`src/rtl/rob_ctrl_pkg.sv`:
```
// Shared reorder-buffer types and sizes.
// Entry record, issue type encodings, width constants.
package rob_ctrl_pkg;
  localparam int ROB_SIZE = 16;
  localparam int ROB_W = 4;
  localparam int REG_W = 5;
  localparam int DATA_W = 32;

  typedef enum logic [1:0] {
    TYPE_REG = 2'd0,
    TYPE_BR  = 2'd1,
    TYPE_ST  = 2'd2
  } rob_type_e;

  typedef struct packed {
    logic              valid;
    logic              ready;
    rob_type_e         typ;
    logic [REG_W-1:0]  rd;
    logic [DATA_W-1:0] pc;
    logic              pred_taken;
    logic [DATA_W-1:0] val;
    logic              taken;
    logic [DATA_W-1:0] target;
  } rob_entry_t;
endpackage

```
`src/rtl/rob_entry_mem.sv`:
```
// ROB entry array: issue + writeback write ports, head read,
// two operand query ports with same-cycle writeback forwarding.
module rob_entry_mem
  import rob_ctrl_pkg::*;
(
  input  logic              clk,
  input  logic              rst_n,
  input  logic              en,
  input  logic              flush,
  input  logic              iss_we,
  input  logic [ROB_W-1:0]  iss_pos,
  input  logic [1:0]        iss_type,
  input  logic [REG_W-1:0]  iss_rd,
  input  logic [DATA_W-1:0] iss_pc,
  input  logic              iss_pred,
  input  logic              alu_wb,
  input  logic [ROB_W-1:0]  alu_pos,
  input  logic [DATA_W-1:0] alu_val,
  input  logic              alu_taken,
  input  logic [DATA_W-1:0] alu_target,
  input  logic              lsb_wb,
  input  logic [ROB_W-1:0]  lsb_pos,
  input  logic [DATA_W-1:0] lsb_val,
  input  logic              ret_clr,
  input  logic [ROB_W-1:0]  head,
  output rob_entry_t        head_ent,
  input  logic [ROB_W-1:0]  q1_pos,
  output logic              q1_rdy,
  output logic [DATA_W-1:0] q1_val,
  input  logic [ROB_W-1:0]  q2_pos,
  output logic              q2_rdy,
  output logic [DATA_W-1:0] q2_val
);
  rob_entry_t ents [ROB_SIZE];

  assign head_ent = ents[head];

  always_ff @(posedge clk) begin
    if (!rst_n) begin
      for (int i = 0; i < ROB_SIZE; i++) begin
        ents[i].valid <= 1'b0;
        ents[i].ready <= 1'b0;
      end
    end else if (en) begin
      if (flush) begin
        for (int i = 0; i < ROB_SIZE; i++) begin
          ents[i].valid <= 1'b0;
          ents[i].ready <= 1'b0;
        end
      end else begin
        if (iss_we) begin
          ents[iss_pos] <= '{
            valid: 1'b1, ready: 1'b0,
            typ: rob_type_e'(iss_type),
            rd: iss_rd, pc: iss_pc,
            pred_taken: iss_pred,
            val: '0, taken: 1'b0,
            target: '0};
        end
        if (alu_wb && ents[alu_pos].valid) begin
          ents[alu_pos].ready  <= 1'b1;
          ents[alu_pos].val    <= alu_val;
          ents[alu_pos].taken  <= alu_taken;
          ents[alu_pos].target <= alu_target;
        end
        if (lsb_wb && ents[lsb_pos].valid) begin
          ents[lsb_pos].ready <= 1'b1;
          ents[lsb_pos].val   <= lsb_val;
        end
        // retire last so a stale writeback cannot revive the head
        if (ret_clr) begin
          ents[head].valid <= 1'b0;
          ents[head].ready <= 1'b0;
        end
      end
    end
  end

  always_comb begin
    q1_rdy = ents[q1_pos].ready;
    q1_val = ents[q1_pos].val;
    if (lsb_wb && lsb_pos == q1_pos) begin
      q1_rdy = 1'b1;
      q1_val = lsb_val;
    end
    if (alu_wb && alu_pos == q1_pos) begin
      q1_rdy = 1'b1;
      q1_val = alu_val;
    end
  end

  always_comb begin
    q2_rdy = ents[q2_pos].ready;
    q2_val = ents[q2_pos].val;
    if (lsb_wb && lsb_pos == q2_pos) begin
      q2_rdy = 1'b1;
      q2_val = lsb_val;
    end
    if (alu_wb && alu_pos == q2_pos) begin
      q2_rdy = 1'b1;
      q2_val = alu_val;
    end
  end
endmodule

```
`src/rtl/rob_ctrl.sv`:
```
// Reorder-buffer controller: tag allocation, in-order retire,
// commit/store release, mispredict rollback. Ports: issue, wb, query, commit.
module rob_ctrl
  import rob_ctrl_pkg::*;
(
  input  logic              clk,
  input  logic              rst_n,
  input  logic              rdy,
  input  logic              issue,
  input  logic [1:0]        issue_type,
  input  logic [REG_W-1:0]  issue_rd,
  input  logic [DATA_W-1:0] issue_pc,
  input  logic              issue_pred_taken,
  output logic [ROB_W-1:0]  issue_rob_pos,
  output logic              full,
  input  logic              alu_wb,
  input  logic [ROB_W-1:0]  alu_wb_pos,
  input  logic [DATA_W-1:0] alu_wb_val,
  input  logic              alu_wb_taken,
  input  logic [DATA_W-1:0] alu_wb_target,
  input  logic              lsb_wb,
  input  logic [ROB_W-1:0]  lsb_wb_pos,
  input  logic [DATA_W-1:0] lsb_wb_val,
  input  logic [ROB_W-1:0]  q1_pos,
  output logic              q1_rdy,
  output logic [DATA_W-1:0] q1_val,
  input  logic [ROB_W-1:0]  q2_pos,
  output logic              q2_rdy,
  output logic [DATA_W-1:0] q2_val,
  output logic              commit,
  output logic [REG_W-1:0]  commit_rd,
  output logic [DATA_W-1:0] commit_val,
  output logic [ROB_W-1:0]  commit_rob_pos,
  output logic              store_commit,
  output logic [ROB_W-1:0]  store_rob_pos,
  output logic              rollback,
  output logic [DATA_W-1:0] rollback_pc
);
  localparam logic [ROB_W:0] CNT_FULL = (ROB_W+1)'(ROB_SIZE);

  logic [ROB_W-1:0] head;
  logic [ROB_W-1:0] tail;
  logic [ROB_W:0]   count;
  rob_entry_t       h;
  logic             accept;
  logic             retire;
  logic             mispred;

  assign full          = count == CNT_FULL;
  assign issue_rob_pos = tail;
  assign accept        = issue && !full;
  assign retire        = h.valid && h.ready;
  assign mispred       = retire && h.typ == TYPE_BR &&
                         h.taken != h.pred_taken;

  rob_entry_mem u_mem (
    .clk        (clk),
    .rst_n      (rst_n),
    .en         (rdy),
    .flush      (mispred),
    .iss_we     (accept),
    .iss_pos    (tail),
    .iss_type   (issue_type),
    .iss_rd     (issue_rd),
    .iss_pc     (issue_pc),
    .iss_pred   (issue_pred_taken),
    .alu_wb     (alu_wb),
    .alu_pos    (alu_wb_pos),
    .alu_val    (alu_wb_val),
    .alu_taken  (alu_wb_taken),
    .alu_target (alu_wb_target),
    .lsb_wb     (lsb_wb),
    .lsb_pos    (lsb_wb_pos),
    .lsb_val    (lsb_wb_val),
    .ret_clr    (retire),
    .head       (head),
    .head_ent   (h),
    .q1_pos     (q1_pos),
    .q1_rdy     (q1_rdy),
    .q1_val     (q1_val),
    .q2_pos     (q2_pos),
    .q2_rdy     (q2_rdy),
    .q2_val     (q2_val)
  );

  always_ff @(posedge clk) begin
    if (!rst_n) begin
      head           <= '0;
      tail           <= '0;
      count          <= '0;
      commit         <= 1'b0;
      commit_rd      <= '0;
      commit_val     <= '0;
      commit_rob_pos <= '0;
      store_commit   <= 1'b0;
      store_rob_pos  <= '0;
      rollback       <= 1'b0;
      rollback_pc    <= '0;
    end else if (!rdy) begin
      commit       <= 1'b0;
      store_commit <= 1'b0;
      rollback     <= 1'b0;
    end else begin
      commit       <= 1'b0;
      store_commit <= 1'b0;
      rollback     <= 1'b0;
      if (retire) begin
        if (h.typ == TYPE_ST) begin
          store_commit  <= 1'b1;
          store_rob_pos <= head;
        end else if (h.rd != '0) begin
          // branches with a link register commit it here too
          commit         <= 1'b1;
          commit_rd      <= h.rd;
          commit_val     <= h.val;
          commit_rob_pos <= head;
        end
      end
      if (mispred) begin
        rollback    <= 1'b1;
        rollback_pc <= h.taken ? h.target : h.pc + DATA_W'(4);
        head        <= '0;
        tail        <= '0;
        count       <= '0;
      end else begin
        head  <= head + ROB_W'(retire);
        tail  <= tail + ROB_W'(accept);
        count <= count + (ROB_W+1)'(accept) - (ROB_W+1)'(retire);
      end
    end
  end
endmodule
```
`config.mk`:
```
export PLATFORM = sky130hd
export DESIGN_NAME = rob_ctrl
export DESIGN_NICKNAME = d
export VERILOG_FILES = /design/src/rtl/rob_ctrl_pkg.sv /design/src/rtl/rob_entry_mem.sv /design/src/rtl/rob_ctrl.sv
export SDC_FILE = /design/constraint.sdc
export NUM_CORES = 2
export LEC_CHECK = 0
export BUFFER_PORTS_ARGS = -buffer_cell sky130_fd_sc_hd__buf_2
export CAP_MARGIN = 20
export CORE_ASPECT_RATIO = 0.7
export CORE_MARGIN = 3
export CORE_UTILIZATION = 65
export CTS_CLUSTER_SIZE = 14
export DETAILED_ROUTE_END_ITERATION = 6
export PLACE_DENSITY = 0.83
export RECOVER_POWER = 100
export SLEW_MARGIN = 10
export SYNTH_ARGS = -nofsm -noshare
export SYNTH_HDL_FRONTEND = slang
export SYNTH_SLANG_ARGS = --single-unit
```
`constraint.sdc`:
```
create_clock -name clk -period 10.8 [get_ports clk]
set_input_delay 1.62 -clock clk [delete_from_list [all_inputs] [get_ports clk]]
set_output_delay 1.62 -clock clk [all_outputs]
set_load 0.02 [all_outputs]
```
==> impl_results.html <==
<table>
<tr><th>Metric</th><th>Value</th></tr>
<tr><th colspan="2">Logic synthesis</th></tr>
<tr><td>Post-Synthesis Net Count</td><td>roughly 6500</td></tr>
<tr><td>Share of synthesized area occupied by flip-flops and latches</td><td>0.5645</td></tr>
<tr><td>Yosys top cell by area</td><td>edfxtp_1</td></tr>
<tr><td>Post-synthesis instance total</td><td>6304</td></tr>
<tr><td>Post-synth design cell area</td><td>93940 µm²</td></tr>
<tr><td>Flops &amp; latches, synth</td><td>1809</td></tr>
<tr><td>Synthesis warning total</td><td>0</td></tr>
<tr><td>Fraction of post-synthesis cell area in the top cell type by area</td><td>0.5370</td></tr>
<tr><td>Count of cell types in the netlist</td><td>77</td></tr>
<tr><td>Prevailing post-synth register cell</td><td>edfxtp_1</td></tr>
<tr><td>Area contributors post-synth</td><td>edfxtp_1 (54%), mux4_2 (19%), and2_1 (7.8%)</td></tr>
<tr><td>Synth async-reset ratio</td><td>0</td></tr>
<tr><td>Number of enable flip-flop cells after synthesis</td><td>1680</td></tr>
<tr><td>Synth Area per Inst</td><td>~15 µm²</td></tr>
<tr><th colspan="2">Global routing</th></tr>
<tr><td>GRT Total Usage</td><td>0.3918</td></tr>
<tr><td>Antenna violations before repair</td><td>41</td></tr>
<tr><td>Pin count of the biggest net entering global routing</td><td>155</td></tr>
<tr><td>Wire length of the first global-routing pass</td><td>416.6 mm</td></tr>
<tr><td>Number of global-route vias before repair</td><td>~60000</td></tr>
<tr><td>Grt ovf</td><td>0</td></tr>
<tr><th colspan="2">Floorplan</th></tr>
<tr><td>Number of placed I/O pins</td><td>310</td></tr>
<tr><td>Chip Height</td><td>324.1 µm</td></tr>
<tr><td>Core Area</td><td>around 140000 µm²</td></tr>
<tr><td>Die Width</td><td>460.4 µm</td></tr>
<tr><td>Starting Density</td><td>0.6557</td></tr>
<tr><td>Row cnt</td><td>116</td></tr>
<tr><td>Total Die Area</td><td>149200 µm²</td></tr>
<tr><th colspan="2">Run status</th></tr>
<tr><td>Violated checks</td><td>DRC, capacitance limit, slew limit</td></tr>
<tr><td>Status</td><td>complete, but fails checks</td></tr>
<tr><th colspan="2">Clocking</th></tr>
<tr><td>Number of buffers created by CTS</td><td>170</td></tr>
<tr><td>Clock sink count</td><td>1809</td></tr>
<tr><td>Clock H-tree levels</td><td>4</td></tr>
<tr><td>Cts-stage hold buffer count</td><td>0</td></tr>
<tr><td>Clock insertion delay at the later pin of the skew report</td><td>860 ps</td></tr>
<tr><td>CTS tree</td><td>done</td></tr>
<tr><td>Clk pin slew, worst setup/hold paths</td><td>60 ps</td></tr>
<tr><td>Maximum number of buffers from clock root to sink</td><td>3</td></tr>
<tr><td>Resize count post-CTS</td><td>0</td></tr>
<tr><td>Number of setup buffers added after CTS</td><td>0</td></tr>
<tr><td>Clk root buf</td><td>clkbuf_16</td></tr>
<tr><th colspan="2">Timing</th></tr>
<tr><td>Final period utilization</td><td>0.8411</td></tr>
<tr><td>Fmax</td><td>0.1101 GHz</td></tr>
<tr><td>Worst slew pin tran</td><td>4251 ps</td></tr>
<tr><td>PnR worst setup slack</td><td>between 1500 and 2000 ps</td></tr>
<tr><td>Final setup violating endpoints</td><td>0</td></tr>
<tr><td>Clock period minus worst slack</td><td>9083 ps</td></tr>
<tr><td>Unrepaired setup endpoints after global routing</td><td>false</td></tr>
<tr><td>TNS Setup</td><td>0 ps</td></tr>
<tr><td>Max-slew violations</td><td>1474</td></tr>
<tr><td>Worst clock skew</td><td>43.88 ps</td></tr>
<tr><td>Hold violation count in the final report</td><td>0</td></tr>
<tr><td>Relative slew slack</td><td>-1.834</td></tr>
<tr><td>Hold slack final</td><td>roughly 480 ps</td></tr>
<tr><th colspan="2">Placement</th></tr>
<tr><td>HPWL Detailed</td><td>158.9 mm</td></tr>
<tr><td>Number of buffers inserted by port buffering</td><td>309</td></tr>
<tr><td>Setup Slack @ Placement</td><td>around 4000 ps</td></tr>
<tr><td>Final weighted congestion in routability-driven placement</td><td>between 0.9 and 1</td></tr>
<tr><th colspan="2">Cells and area</th></tr>
<tr><td>Net count, final</td><td>around 6400</td></tr>
<tr><td>Layout cell share with drive strength beyond 1</td><td>0.2234</td></tr>
<tr><td>Number of inserted filler cells in the final layout</td><td>8926</td></tr>
<tr><td>Layout overhead on the synthesized area</td><td>7.628%</td></tr>
<tr><th colspan="2">Worst setup path</th></tr>
<tr><td>Worst reg2reg path depth</td><td>9</td></tr>
<tr><td>Worst setup path endpoint</td><td>q1_val[27]</td></tr>
<tr><td>Critical path class</td><td>in -&gt; out</td></tr>
<tr><td>Critical path data required time</td><td>approximately 9000 ps</td></tr>
<tr><td>Crit path DAT</td><td>7460 ps</td></tr>
<tr><td>Worst Setup End Kind</td><td>output port</td></tr>
<tr><td>Peak fanout along the critical path</td><td>76</td></tr>
<tr><td>Start point of the critical path</td><td>q1_pos[1]</td></tr>
<tr><td>Endpoint of the most critical register-to-register path</td><td>u_mem.ents[7][36]</td></tr>
<tr><td>Worst setup SP type</td><td>input port</td></tr>
<tr><td>Register-to-Register Setup Slack</td><td>1880 ps</td></tr>
<tr><th colspan="2">Routing</th></tr>
<tr><td>Remaining antenna violation count after routing</td><td>0</td></tr>
<tr><td>Top layer reached by signal wires</td><td>met5</td></tr>
<tr><td>M1 WL</td><td>96.60 mm</td></tr>
<tr><td>Initial DRT Pass Iterations</td><td>7</td></tr>
<tr><td>Length of routed met3 wiring</td><td>50.56 mm</td></tr>
<tr><td>Drt drc</td><td>3</td></tr>
<tr><td>Total number of vias</td><td>61902</td></tr>
<tr><td>DRT iter0 DRCs</td><td>10904</td></tr>
<tr><td>Aggregate routed wire length</td><td>290.7 mm</td></tr>
<tr><td>Via count normalized by instance count</td><td>7.488</td></tr>
<tr><td>Average wire length per cell after detail routing</td><td>35.17 µm</td></tr>
<tr><td>Total met2 wirelength after detailed routing</td><td>125.6 mm</td></tr>
<tr><th colspan="2">Power and ir drop</th></tr>
<tr><td>Sequential share of power</td><td>0.530</td></tr>
<tr><td>Pwr Density</td><td>141.9 nW/µm²</td></tr>
<tr><td>Total design power</td><td>0.01435 W</td></tr>
<tr><td>Maximum vdd drop</td><td>between 0.00015 and 0.0002 V</td></tr>
<tr><td>Switching part of the total power</td><td>0.2208</td></tr>
<tr><td>Leakage power total</td><td>between 30 and 40 nW</td></tr>
<tr><td>Clk pwr share</td><td>0.426</td></tr>
<tr><td>Internal power summed over all cells</td><td>0.01118 W</td></tr>
<tr><td>Switching component of the power</td><td>0.003168 W</td></tr>
<tr><td>Fraction of power consumed by combinational cells</td><td>0.044</td></tr>
<tr><th colspan="2">Run</th></tr>
<tr><td>Number of max-capacitance violations reported</td><td>39</td></tr>
<tr><th colspan="2">Min path</th></tr>
<tr><td>Worst hold-check path type</td><td>reg -&gt; reg</td></tr>
</table>
routing by layer:
| metal | track usage | vias up |
|---|---|---|
| met5 | 0.007221 | - |
| met4 | 0.2112 | 22 |
| met3 | 0.1651 | 1291 |
| met2 | 0.5503 | 5931 |
| met1 | 0.5239 | 30545 |
| li1 | - | 24113 |
placed cells by master, fill, tap and decap left out, types with 131 or more instances in the layout:
cell type / Yosys / layout
edfxtp_1: 1680 / 1680
mux4_2: 803 / 803
and2_1: 1173 / 641
and2_0: 0 / 532
nand2_1: 445 / 445
a22o_1: 373 / 373
o21ai_0: 220 / 227
clkbuf_1: 506 / 209
clkbuf_16: 0 / 176
buf_2: 117 / 160
mux2i_1: 131 / 131
sequential cells by signal, summed over array words and instances (netlist names), named ones only:
| name | cells |
|---|---|
| commit_rob_pos | 4 |
| rollback | 1 |
| store_rob_pos | 4 |
| u_mem.ents | 1712 |
| commit | 1 |
| rollback_pc | 32 |
| commit_rd | 5 |
| count | 5 |
| head | 4 |
| commit_val | 32 |
| issue_rob_pos | 4 |
| store_commit | 1 |
Yosys cell counts, drive strengths merged, types with 20 or more instances:
cell type,count
mux4,842
clkbuf,507
and2,1173
xnor2,26
nand2,445
and3,25
nand3,65
inv,22
nor3,22
a22oi,25
or3,20
buf,214
nor4,27
dfxtp,129
nor2,111
edfxtp,1680
o21ai,231
mux2i,131
a22o,373
nor2b,24
a21oi,45
or2,20
xor2,22
final cells by class:
class | instances | area [µm²] | share of cell area
Sequential cell | 1809 | 53040 | 0.5246
Antenna cell | 26 | 65.06 | 0.0006435
Tap cell | 1888 | 2362 | 0.02336
Inverter | 23 | 98.84 | 0.0009777
Clock inverter | 89 | 897.1 | 0.008873
Multi-Input combinational cell | 3750 | 37530 | 0.3712
Timing Repair Buffer | 453 | 2439 | 0.02412
Clock buffer | 229 | 4673 | 0.04622
kinds of logic after synthesis:
kind of cell | after synthesis | share of synthesized area
compound gates | 716 | 0.05545
flops | 1809 | 0.5645
mux | 985 | 0.2188
xor+xnor | 48 | 0.004555
buf+inv | 745 | 0.03536
fa+ha+maj | 12 | 0.001678
simple gates | 1989 | 0.1196
worst min-delay path by stage:
stage / startpoint / endpoint / slack (ps) / depth (start not counted)
final: commit_rd[0] / commit_rd[0] / 480 / 2
after global routing: count[3] / count[3] / 490 / 2
after CTS: commit_rd[0] / commit_rd[0] / 470 / 2
after detailed placement: count[3] / count[3] / 450 / 2
after global placement: count[3] / count[3] / 440 / 2
after floorplan: count[3] / count[3] / 430 / 2
worst max-delay path: stages:
cell      delay, ps
buf_6           680
xnor2_1         200
nand2_1          80
nor4_1         1460
clkbuf_1       2370
mux2i_1         390
o21ai_0         280
clkbuf_1        260
metrics by stage:
stage                     cells  utilization  cell area, µm²
after floorplan            6304            -           93940
after global placement     7919       0.6706           96060
after detailed placement   7921       0.6707           96080
after CTS                  8239       0.7096          101600
after global routing       8257       0.7056          101100
final                      8267       0.7058          101100
power groups by stage:
stage | clock [W] | sequential [W] | combinational [W]
2_1_floorplan | 0 | 0.00774 | 0.000407
3_3_place_gp | 0 | 0.00775 | 0.000606
3_5_place_dp | 0 | 0.00775 | 0.000618
4_1_cts | 0.00612 | 0.00760 | 0.000622
5_1_grt | 0.00639 | 0.00760 | 0.000660
6_report | 0.00611 | 0.00760 | 0.000633
Power figures use the tool's default switching activity.
